File: config.mk
export PLATFORM = sky130hd
export DESIGN_NAME = axi_bridge
export DESIGN_NICKNAME = d
export VERILOG_FILES = /design/src/rtl/axi_bridge_pkg.sv /design/src/rtl/axi_bridge_wr_ch.sv /design/src/rtl/axi_bridge.sv
export SDC_FILE = /design/constraint.sdc
export NUM_CORES = 1
export LEC_CHECK = 0
export CORE_AREA = 3 3 150 152
export CTS_CLUSTER_SIZE = 40
export DETAILED_ROUTE_END_ITERATION = 8
export DIE_AREA = 0 0 153 155
export GPL_TIMING_DRIVEN = 0
export PLACE_DENSITY_LB_ADDON = 0.25
export SLEW_MARGIN = 20
export SYNTH_ARGS = -nofsm -noshare
export SYNTH_HDL_FRONTEND = slang
export SYNTH_SLANG_ARGS = --single-unit
File: constraint.sdc
create_clock -name clk -period 2.8 [get_ports clk]
set_input_delay 0.28 -clock clk [delete_from_list [all_inputs] [get_ports clk]]
set_output_delay 0.28 -clock clk [all_outputs]
set_load 0.05 [all_outputs]
File: src/rtl/axi_bridge_pkg.sv
// Shared constants and types for the SRAM-like to AXI bridge.
package axi_bridge_pkg;

  // Address / data / strobe widths of the AR, AW and W registers
  localparam int unsigned ADDR_W   = 32;
  localparam int unsigned DATA_W   = 32;
  localparam int unsigned STRB_W   = 4;
  localparam int unsigned AXSIZE_W = 3;
  localparam int unsigned AXLEN_W  = 8;

  // Default AXI ids
  localparam int unsigned AXI_ID_W_DEF = 4;
  localparam int unsigned INST_ID_DEF  = 0;
  localparam int unsigned DATA_ID_DEF  = 1;

  // Single-beat INCR bursts only
  localparam logic [1:0]         AXI_BURST_INCR = 2'b01;
  localparam logic [AXLEN_W-1:0] AXI_LEN_SINGLE = '0;

  // Request fields held while an address phase is pending
  typedef struct packed {
    logic [ADDR_W-1:0]   addr;
    logic [AXSIZE_W-1:0] size;
  } ax_req_t;

  // SRAM byte-count code (0=1B, 1=2B, 2=4B) maps straight onto AxSIZE
  function automatic logic [AXSIZE_W-1:0] to_axsize(input logic [1:0] size);
    return {1'b0, size};
  endfunction

endpackage

File: src/rtl/axi_bridge_wr_ch.sv
// Write path of the bridge: AW and W issue registers plus tracking of the
// single outstanding write until its B response arrives.
module axi_bridge_wr_ch
  import axi_bridge_pkg::*;
#(
  parameter int unsigned AXI_ID_W = AXI_ID_W_DEF,
  parameter int unsigned DATA_ID  = DATA_ID_DEF
) (
  input  logic                clk,
  input  logic                reset,
  // Accepted write from the data port
  input  logic                wr_go,
  input  logic [ADDR_W-1:0]   wr_addr,
  input  logic [1:0]          wr_size,
  input  logic [STRB_W-1:0]   wr_strb,
  input  logic [DATA_W-1:0]   wr_data,
  output logic                idle,
  output logic                done,
  // AW channel
  output logic [ADDR_W-1:0]   awaddr,
  output logic [AXI_ID_W-1:0] awid,
  output logic [AXSIZE_W-1:0] awsize,
  output logic                awvalid,
  input  logic                awready,
  // W channel
  output logic [DATA_W-1:0]   wdata,
  output logic [STRB_W-1:0]   wstrb,
  output logic [AXI_ID_W-1:0] wid,
  output logic                wlast,
  output logic                wvalid,
  input  logic                wready,
  // B channel
  input  logic [AXI_ID_W-1:0] bid,
  input  logic                bvalid
);

  localparam logic [AXI_ID_W-1:0] DATA_AXI_ID = AXI_ID_W'(DATA_ID);

  logic              aw_valid_q;
  ax_req_t           aw_req_q;
  logic              w_valid_q;
  logic [DATA_W-1:0] w_data_q;
  logic [STRB_W-1:0] w_strb_q;
  logic              pend_q;

  // Nothing is in flight only once both beats are gone and B has returned
  assign idle = ~pend_q & ~aw_valid_q & ~w_valid_q;
  // A B response is only honoured while a write is outstanding
  assign done = bvalid & (bid == DATA_AXI_ID) & pend_q;

  assign awaddr  = aw_req_q.addr;
  assign awsize  = aw_req_q.size;
  assign awid    = DATA_AXI_ID;
  assign awvalid = aw_valid_q;

  assign wdata  = w_data_q;
  assign wstrb  = w_strb_q;
  assign wid    = DATA_AXI_ID;
  assign wlast  = 1'b1;
  assign wvalid = w_valid_q;

  // AW register: load on accept, drop on its own handshake
  always_ff @(posedge clk) begin
    if (reset) begin
      aw_valid_q <= 1'b0;
      aw_req_q   <= '0;
    end else if (wr_go) begin
      aw_valid_q <= 1'b1;
      aw_req_q   <= '{addr: wr_addr, size: to_axsize(wr_size)};
    end else if (aw_valid_q && awready) begin
      aw_valid_q <= 1'b0;
    end
  end

  // W register: load on accept, drop independently of AW
  always_ff @(posedge clk) begin
    if (reset) begin
      w_valid_q <= 1'b0;
      w_data_q  <= '0;
      w_strb_q  <= '0;
    end else if (wr_go) begin
      w_valid_q <= 1'b1;
      w_data_q  <= wr_data;
      w_strb_q  <= wr_strb;
    end else if (w_valid_q && wready) begin
      w_valid_q <= 1'b0;
    end
  end

  // Outstanding-write flag, held until the matching B response
  always_ff @(posedge clk) begin
    if (reset) begin
      pend_q <= 1'b0;
    end else if (wr_go) begin
      pend_q <= 1'b1;
    end else if (done) begin
      pend_q <= 1'b0;
    end
  end

endmodule

File: src/rtl/axi_bridge.sv
// Bridge from the CPU's inst (read-only) and data (read/write) SRAM-like
// ports to one AXI master. Both ports share the AR/R channels through a
// single AR slot; writes go through axi_bridge_wr_ch. Each port keeps at
// most one transaction in flight.
// Optional feature: define AXI_BRIDGE_RDATA_BUF_EN to register data_ok and
// rdata (one extra cycle of response latency).
module axi_bridge
  import axi_bridge_pkg::*;
#(
  parameter int unsigned AXI_ID_W = AXI_ID_W_DEF,
  parameter int unsigned INST_ID  = INST_ID_DEF,
  parameter int unsigned DATA_ID  = DATA_ID_DEF
) (
  input  logic                clk,
  input  logic                reset,
  // Inst port
  input  logic                inst_sram_req,
  input  logic                inst_sram_wr,
  input  logic [1:0]          inst_sram_size,
  input  logic [ADDR_W-1:0]   inst_sram_addr,
  output logic                inst_sram_addr_ok,
  output logic                inst_sram_data_ok,
  output logic [DATA_W-1:0]   inst_sram_rdata,
  // Data port
  input  logic                data_sram_req,
  input  logic                data_sram_wr,
  input  logic [1:0]          data_sram_size,
  input  logic [STRB_W-1:0]   data_sram_wstrb,
  input  logic [ADDR_W-1:0]   data_sram_addr,
  input  logic [DATA_W-1:0]   data_sram_wdata,
  output logic                data_sram_addr_ok,
  output logic                data_sram_data_ok,
  output logic [DATA_W-1:0]   data_sram_rdata,
  // AR channel
  output logic [ADDR_W-1:0]   araddr,
  output logic [AXI_ID_W-1:0] arid,
  output logic [AXLEN_W-1:0]  arlen,
  output logic [AXSIZE_W-1:0] arsize,
  output logic [1:0]          arburst,
  output logic [1:0]          arlock,
  output logic [3:0]          arcache,
  output logic [2:0]          arprot,
  output logic                arvalid,
  input  logic                arready,
  // R channel
  input  logic [AXI_ID_W-1:0] rid,
  input  logic [DATA_W-1:0]   rdata,
  input  logic [1:0]          rresp,
  input  logic                rlast,
  input  logic                rvalid,
  output logic                rready,
  // AW channel
  output logic [ADDR_W-1:0]   awaddr,
  output logic [AXI_ID_W-1:0] awid,
  output logic [AXLEN_W-1:0]  awlen,
  output logic [AXSIZE_W-1:0] awsize,
  output logic [1:0]          awburst,
  output logic [1:0]          awlock,
  output logic [3:0]          awcache,
  output logic [2:0]          awprot,
  output logic                awvalid,
  input  logic                awready,
  // W channel
  output logic [DATA_W-1:0]   wdata,
  output logic [STRB_W-1:0]   wstrb,
  output logic [AXI_ID_W-1:0] wid,
  output logic                wlast,
  output logic                wvalid,
  input  logic                wready,
  // B channel
  input  logic [AXI_ID_W-1:0] bid,
  input  logic [1:0]          bresp,
  input  logic                bvalid,
  output logic                bready
);

  localparam logic [AXI_ID_W-1:0] INST_AXI_ID = AXI_ID_W'(INST_ID);
  localparam logic [AXI_ID_W-1:0] DATA_AXI_ID = AXI_ID_W'(DATA_ID);

  // AR slot
  logic                ar_busy_q;
  ax_req_t             ar_req_q;
  logic [AXI_ID_W-1:0] ar_id_q;

  // Per-port read-in-flight flags
  logic inst_rd_q;
  logic data_rd_q;

  logic inst_rd_go;
  logic data_rd_go;
  logic data_wr_go;
  logic inst_rsp;
  logic data_rsp;
  logic wr_idle;
  logic wr_done;

  // Error responses are not reported and single beats make rlast redundant
  logic unused_resp;
  assign unused_resp = ^{rresp, rlast, bresp};

  // The data port carries one read or one write at a time, keeping its
  // responses in order without any RAW tracking.
  assign data_rd_go = data_sram_req & ~data_sram_wr & ~ar_busy_q & ~data_rd_q & wr_idle;
  assign data_wr_go = data_sram_req &  data_sram_wr & ~data_rd_q & wr_idle;
  // Data reads take priority over inst reads for the shared AR slot
  assign inst_rd_go = inst_sram_req & ~inst_sram_wr & ~ar_busy_q & ~inst_rd_q & ~data_rd_go;

  assign inst_sram_addr_ok = inst_rd_go;
  assign data_sram_addr_ok = data_rd_go | data_wr_go;

  // Responses for a port with no read in flight are dropped
  assign inst_rsp = rvalid & (rid == INST_AXI_ID) & inst_rd_q;
  assign data_rsp = rvalid & (rid == DATA_AXI_ID) & data_rd_q;

  assign araddr  = ar_req_q.addr;
  assign arsize  = ar_req_q.size;
  assign arid    = ar_id_q;
  assign arvalid = ar_busy_q;
  assign arlen   = AXI_LEN_SINGLE;
  assign arburst = AXI_BURST_INCR;
  assign arlock  = '0;
  assign arcache = '0;
  assign arprot  = '0;
  assign rready  = 1'b1;

  assign awlen   = AXI_LEN_SINGLE;
  assign awburst = AXI_BURST_INCR;
  assign awlock  = '0;
  assign awcache = '0;
  assign awprot  = '0;
  assign bready  = 1'b1;

  // AR slot: load from the winning port, free on the arready edge
  always_ff @(posedge clk) begin
    if (reset) begin
      ar_busy_q <= 1'b0;
      ar_req_q  <= '0;
      ar_id_q   <= '0;
    end else if (ar_busy_q) begin
      if (arready) begin
        ar_busy_q <= 1'b0;
      end
    end else if (data_rd_go) begin
      ar_busy_q <= 1'b1;
      ar_req_q  <= '{addr: data_sram_addr, size: to_axsize(data_sram_size)};
      ar_id_q   <= DATA_AXI_ID;
    end else if (inst_rd_go) begin
      ar_busy_q <= 1'b1;
      ar_req_q  <= '{addr: inst_sram_addr, size: to_axsize(inst_sram_size)};
      ar_id_q   <= INST_AXI_ID;
    end
  end

  // Read-in-flight flags: set on accept, clear on the matching R beat
  always_ff @(posedge clk) begin
    if (reset) begin
      inst_rd_q <= 1'b0;
      data_rd_q <= 1'b0;
    end else begin
      if (inst_rd_go) begin
        inst_rd_q <= 1'b1;
      end else if (inst_rsp) begin
        inst_rd_q <= 1'b0;
      end
      if (data_rd_go) begin
        data_rd_q <= 1'b1;
      end else if (data_rsp) begin
        data_rd_q <= 1'b0;
      end
    end
  end

  axi_bridge_wr_ch #(
    .AXI_ID_W (AXI_ID_W),
    .DATA_ID  (DATA_ID)
  ) u_wr_ch (
    .clk     (clk),
    .reset   (reset),
    .wr_go   (data_wr_go),
    .wr_addr (data_sram_addr),
    .wr_size (data_sram_size),
    .wr_strb (data_sram_wstrb),
    .wr_data (data_sram_wdata),
    .idle    (wr_idle),
    .done    (wr_done),
    .awaddr  (awaddr),
    .awid    (awid),
    .awsize  (awsize),
    .awvalid (awvalid),
    .awready (awready),
    .wdata   (wdata),
    .wstrb   (wstrb),
    .wid     (wid),
    .wlast   (wlast),
    .wvalid  (wvalid),
    .wready  (wready),
    .bid     (bid),
    .bvalid  (bvalid)
  );

`ifdef AXI_BRIDGE_RDATA_BUF_EN
  logic              inst_ok_q;
  logic [DATA_W-1:0] inst_rdata_q;
  logic              data_ok_q;
  logic [DATA_W-1:0] data_rdata_q;

  assign inst_sram_data_ok = inst_ok_q;
  assign inst_sram_rdata   = inst_rdata_q;
  assign data_sram_data_ok = data_ok_q;
  assign data_sram_rdata   = data_rdata_q;

  // Capture R/B responses per port for registered delivery
  always_ff @(posedge clk) begin
    if (reset) begin
      inst_ok_q    <= 1'b0;
      inst_rdata_q <= '0;
      data_ok_q    <= 1'b0;
      data_rdata_q <= '0;
    end else begin
      inst_ok_q <= inst_rsp;
      data_ok_q <= data_rsp | wr_done;
      if (inst_rsp) begin
        inst_rdata_q <= rdata;
      end
      if (data_rsp) begin
        data_rdata_q <= rdata;
      end
    end
  end
`else
  assign inst_sram_data_ok = inst_rsp;
  assign inst_sram_rdata   = inst_rsp ? rdata : '0;
  assign data_sram_data_ok = data_rsp | wr_done;
  assign data_sram_rdata   = data_rsp ? rdata : '0;
`endif

endmodule

=== After elaboration in Yosys (flattened, before gate mapping) ===
Cells that the tools add are included.

* Equality and inequality tests: 2
* Mux-type cells: 20
* Bitwise operators: 30
* Reduce and logical (&&, ||, !) cells: 10

{| class="wikitable"
|+ Operators by type and width
! cell !! count
|-
| $mux 35 || 2
|-
| $mux 32 || 2
|-
| $and 1x1->1 || 19
|-
| $mux 1 || 14
|-
| $reduce_bool 2->1 || 6
|-
| $not 1->1 || 9
|-
| $eq 4x1->1 const B || 2
|-
| $mux 4 || 2
|-
| $logic_not 4->1 || 1
|-
| $logic_and 1x1->1 || 2
|-
| $or 1x1->1 || 2
|-
| $reduce_and 2->1 || 1
|}

* Register bits after elaboration: 115
* Logic and storage cells: 75

=== Depth between registers and ports, before layout ===
* Depth in word-level cells: 10
* Depth in mapped cells: 6
* Mapped depth without buffers: 3

=== Hierarchy ===
A second synthesis with hierarchy kept.

* Cells, all modules: 589
* Area, all modules: 5383.9 um^2

{| class="wikitable"
|+ By module, submodules not included
! module !! times used !! cells each !! area an instance (um^2)
|-
| axi_bridge || 1 || 337 || 2705.1
|-
| axi_bridge_wr_ch || 1 || 252 || 2678.8
|}

=== Worst setup path before layout ===
Ideal clock, no wire load.

* Path kind: register to output
* Start point: reg u_wr_ch.w_valid_q, in the netlist u_wr_ch.wvalid
* End point: out data_sram_addr_ok
* Data arrival time: 3.858 ns
* Data required time: 2.520 ns
* Slack: -1.338 ns
* Stages on the path, launching flop included: 5
* Path buffers: 2
* Cell sequence: dfxtp_1 or3b_2 buf_2 clkbuf_1 a2111oi_0

* Word-level cells in the longest chain between the ends: 4
* Elaborated cells between the ends (all ways): 5

{| class="wikitable"
|+ Ends and longest elaborated chain
! item !! line !! source
|-
| start: declaration || axi_bridge_wr_ch.sv:41 || <nowiki>logic w_valid_q;</nowiki>
|-
| start signal: assignment || axi_bridge_wr_ch.sv:78 || <nowiki>w_valid_q <= 1'b0;</nowiki>
|-
| start signal: assignment || axi_bridge_wr_ch.sv:82 || <nowiki>w_valid_q <= 1'b1;</nowiki>
|-
| start signal: assignment || axi_bridge_wr_ch.sv:86 || <nowiki>w_valid_q <= 1'b0;</nowiki>
|-
| $not 1->1 * || axi_bridge_wr_ch.sv:47 || <nowiki>assign idle = ~pend_q & ~aw_valid_q & ~w_valid_q;</nowiki>
|-
| $and 1x1->1 * || axi_bridge_wr_ch.sv:47 ||
|-
| $and 1x1->1, on equally long branches || axi_bridge.sv:103, axi_bridge.sv:104 ||
|-
| $or 1x1->1 * || axi_bridge.sv:109 || <nowiki>assign data_sram_addr_ok = data_rd_go | data_wr_go;</nowiki>
|-
| end: declaration || axi_bridge.sv:31 || <nowiki>output logic data_sram_addr_ok,</nowiki>
|}

Every way passes the cells marked *; elsewhere a longest branch is shown, timed or not.

=== Worst setup path after layout ===
* Start point: in rid[1]
* End point: out data_sram_rdata[23]

* Word-level cells in the longest chain between the ends: 4

{| class="wikitable"
|+ Ends and longest elaborated chain
! item !! line !! source
|-
| start: declaration || axi_bridge.sv:46 || <nowiki>input logic [AXI_ID_W-1:0] rid,</nowiki>
|-
| $eq 4x1->1 || axi_bridge.sv:113 || <nowiki>assign data_rsp = rvalid & (rid == DATA_AXI_ID) & data_rd_q;</nowiki>
|-
| $and 1x1->1 (2 in a row) || axi_bridge.sv:113 ||
|-
| $mux 32 || axi_bridge.sv:234 || <nowiki>assign data_sram_rdata = data_rsp ? rdata : '0;</nowiki>
|-
| end: declaration || axi_bridge.sv:33 || <nowiki>output logic [DATA_W-1:0] data_sram_rdata,</nowiki>
|}

Every way passes these cells.

==> reports/qor.yml <==
start_util_pct: 28.17
slowest_delay_ns: 0.50
ys_seq_area_share_pct: 37.30
multi_input_area_mm2: 0.003289
yosys-top-cells-area: "dfxtp_1 37%, nand2b_1 15%, mux2i_1 12%"
synth_cells: 662
synthMuxAreaShare_pct: 11.76
async_flop_share_pct: 0
yosys.area_share.adder_pct: 0
pin_count: 390
drive_above_1_share_pct: 16.92
power_mw: 4.718
dieWidth_um: 153
grt_max_degree: 20
criticalPathCategory: "primary input to output pin"
synthDistinctLibCells: 28
clock_path_buffers: 2
final_hold_viol_count: 0
crit_family: "buffers and inverters"
yosys.area_share.simple_pct: 30.64
ys.flop_type: "dfxtp_1"
skew_ns: 0.008384
finalNetCount: 1213
power.internal_mw: 2.971
p_switching_mw: 1.747
cap_violations: 0
leakage_nw: 3.964
netlist_area_mm2: 0.005958
synth_top_area_share_pct: 37.30
synth_edf_count: 0
grt_pass1_vias: 6033
wirelength_um: 23300
setup_ws_ns: 0.2452
area_delta_synth_final_pct: 64.76
die_h_um: 155
routabilityCongestion: 0.7684
grt_pass1_wl_um: 35330
fillCellCount: 2128
crit_required_ns: 2.52
synth_compound_gate_area_share_pct: 9.156
rsz0062_at_grt: "no"
worst-path-buf-inv: 3
dpl.hpwl_um: 18670
fin_crit_ns: 2.555
crit_fanout: 10
rows: 53
pwr-share-comb_pct: 35.1
yosys-top-cells-count: "143 x nand2b_1, 111 x dfxtp_1, 70 x mux2i_1"
die_area_mm2: 0.02372
crit_chain: "clkdlybuf4s50_1 -> nor4b_1 -> and3_1 -> clkbuf_2 -> and2_1 -> clkdlybuf4s15_1"
hold_ws_ns: 0.4720
cts_root_buffer: "clkbuf_16"
portBuffers: 329
relSlewSlack_pct: 44.54
crit_arrival_ns: 2.27
reg2regPathDepth: 5
cts_buffers: 9
wire_per_inst_um: 17.45
clkSinkCount: 111
via_per_inst: 4.328
synthXorXnorAreaFrac_pct: 0
grt_usage_pct: 18.98
utilization_pct: 46.41
setup_viol: 0
synth_area_leader_cell: "dfxtp_1"
cp_num_cells: 6
hold_depth: 2
yosysWarnings: 0
drc: 0
seq_power_share_pct: 37.7
slew_violations: 0
p_per_area_mw_per_mm2: 480.6
cts_tree: "built"
yosysMostFrequentCell: "nand2b_1"
ctsHoldBuffers: 0
dp_slack_ns: -0.6790
startpoint_type: "primary input"
htreeDepth: 3
design.core.area_mm2: 0.02115
drt_iter0_markers: 194
syn_area_per_cell_um2: 9.000
place_area_mm2: 0.009797
ys_ff_latch: 111
firstDrtPassIters: 4
swShare_pct: 37.03
clk_pin_slew_worst_paths_ns: 0.08
setup.worst_path.end_class: "output pin"
ir_worst_vdd_v: 0.0002531
clock.fmax_mhz: 391.4
status: "finished clean"
clock_power_share_pct: 27.1
vias: 5778
seqCellArea_mm2: 0.002222
synth_top_family_by_area: "simple AND/OR/NAND/NOR gates"
ant_nets: 0
antenna_found_initial: 2
hold_class: "flip-flop to flip-flop"
design_area_mm2: 0.009817
clock_latency_ns: 0.35
max_slew.worst_pin.slew_ns: 0.8319
cp_slowest_cell: "clkdlybuf4s15_1"
min_period_over_period_pct: 91.24
grt-ovfl-total: 0
==> sequential cells by signal (all words and copies together), names as in the netlist <==
name             cells
araddr              32
arid                 1
arsize               2
arvalid              1
data_rd_q            1
inst_rd_q            1
u_wr_ch.awaddr      32
u_wr_ch.awsize       2
u_wr_ch.awvalid      1
u_wr_ch.pend_q       1
u_wr_ch.wdata       32
u_wr_ch.wstrb        4
u_wr_ch.wvalid       1
==> layout by cell type, fill, tap and decap left out, drive strengths merged, types with 2 or more instances in the layout <==
cell / count
a21oi: 6
a311oi: 34
and2: 64
and3: 2
buf: 70
clkbuf: 104
clkdlybuf4s15: 2
clkdlybuf4s50: 261
clkinv: 2
conb: 54
dfxtp: 111
diode: 2
dlygate4sd2: 2
dlymetal6s2s: 6
inv: 7
mux2i: 70
nand2: 69
nand2b: 143
nor3: 34
nor4b: 3
o21ai: 3
or4: 2
or4b: 2
==> per-layer routing <==
metal,vias to the layer above,track usage [%],wire length (um),share of wire (%)
li1,2881,-,-,-
met1,2619,22.37,9298,40
met2,249,32.77,11430,49
met3,29,6.259,2030,8.7
met4,0,6.067,540,2.3
met5,-,0,0,0
==> worst min-delay path: stages, from the launching register on <==
cell and delay (ns):
dfxtp_1 0.32, nand2b_1 0.06, mux2i_1 0.05
==> logic make-up (layout without fill, tap and decap cells) <==
group,Yosys count,count (layout)
compound gates,47,47
other cells,2,56
simple gates,322,322
mux,70,70
buf+inv,110,454
flops,111,111
==> power by group through the flow <==
stage | clock (mW) | combinational [mW] | sequential (mW)
2_1_floorplan | 0 | 0.634 | 2.22
4_1_cts | 1.31 | 1.67 | 1.78
3_3_place_gp | 0 | 1.67 | 1.81
5_1_grt | 1.37 | 1.75 | 1.80
3_5_place_dp | 0 | 1.67 | 1.81
6_report | 1.28 | 1.66 | 1.78
==> path summary, 6_finish.rpt <==
| path | startpoint | to | slack, ns |
|---|---|---|---|
| setup / recovery | rid[1] | data_sram_rdata[23] | 0.25 |
| hold / removal | u_wr_ch.awsize[1] | u_wr_ch.awsize[1] | 0.47 |
| setup reg to reg | u_wr_ch.wvalid | u_wr_ch.awaddr[3] | 0.63 |
| hold reg to reg | u_wr_ch.awsize[1] | u_wr_ch.awsize[1] | 0.47 |
==> final cells by class <==
type,count,share of cell area (%)
Timing Repair Buffer,330,30.81
Sequential cell,111,22.64
Clock buffer,10,2.332
Tap cell,275,3.505
Antenna cell,2,0.05098
Inverter,3,0.1147
Clock inverter,6,0.5098
Multi-Input combinational cell,493,33.51
Buffer,105,6.538
==> what timing repair did <==
| item | 4_1_cts | 5_1_grt |
|---|---|---|
| resized for setup | 71 | 127 |
| hold endpoints to repair | 0 | 0 |
| pin swaps | 1 | 0 |
| setup buffers | 1 | 0 |
| endpoints found under the setup margin | 62 | 68 |
==> stage by stage <==
stage	TNS, ns	std cells
5_1_grt	0	1335
2_1_floorplan	0	714
3_3_place_gp	-12.65	1318
4_1_cts	0	1334
3_5_place_dp	-12.30	1318
6_report	0	1335
Power figures use the tool's default switching activity.
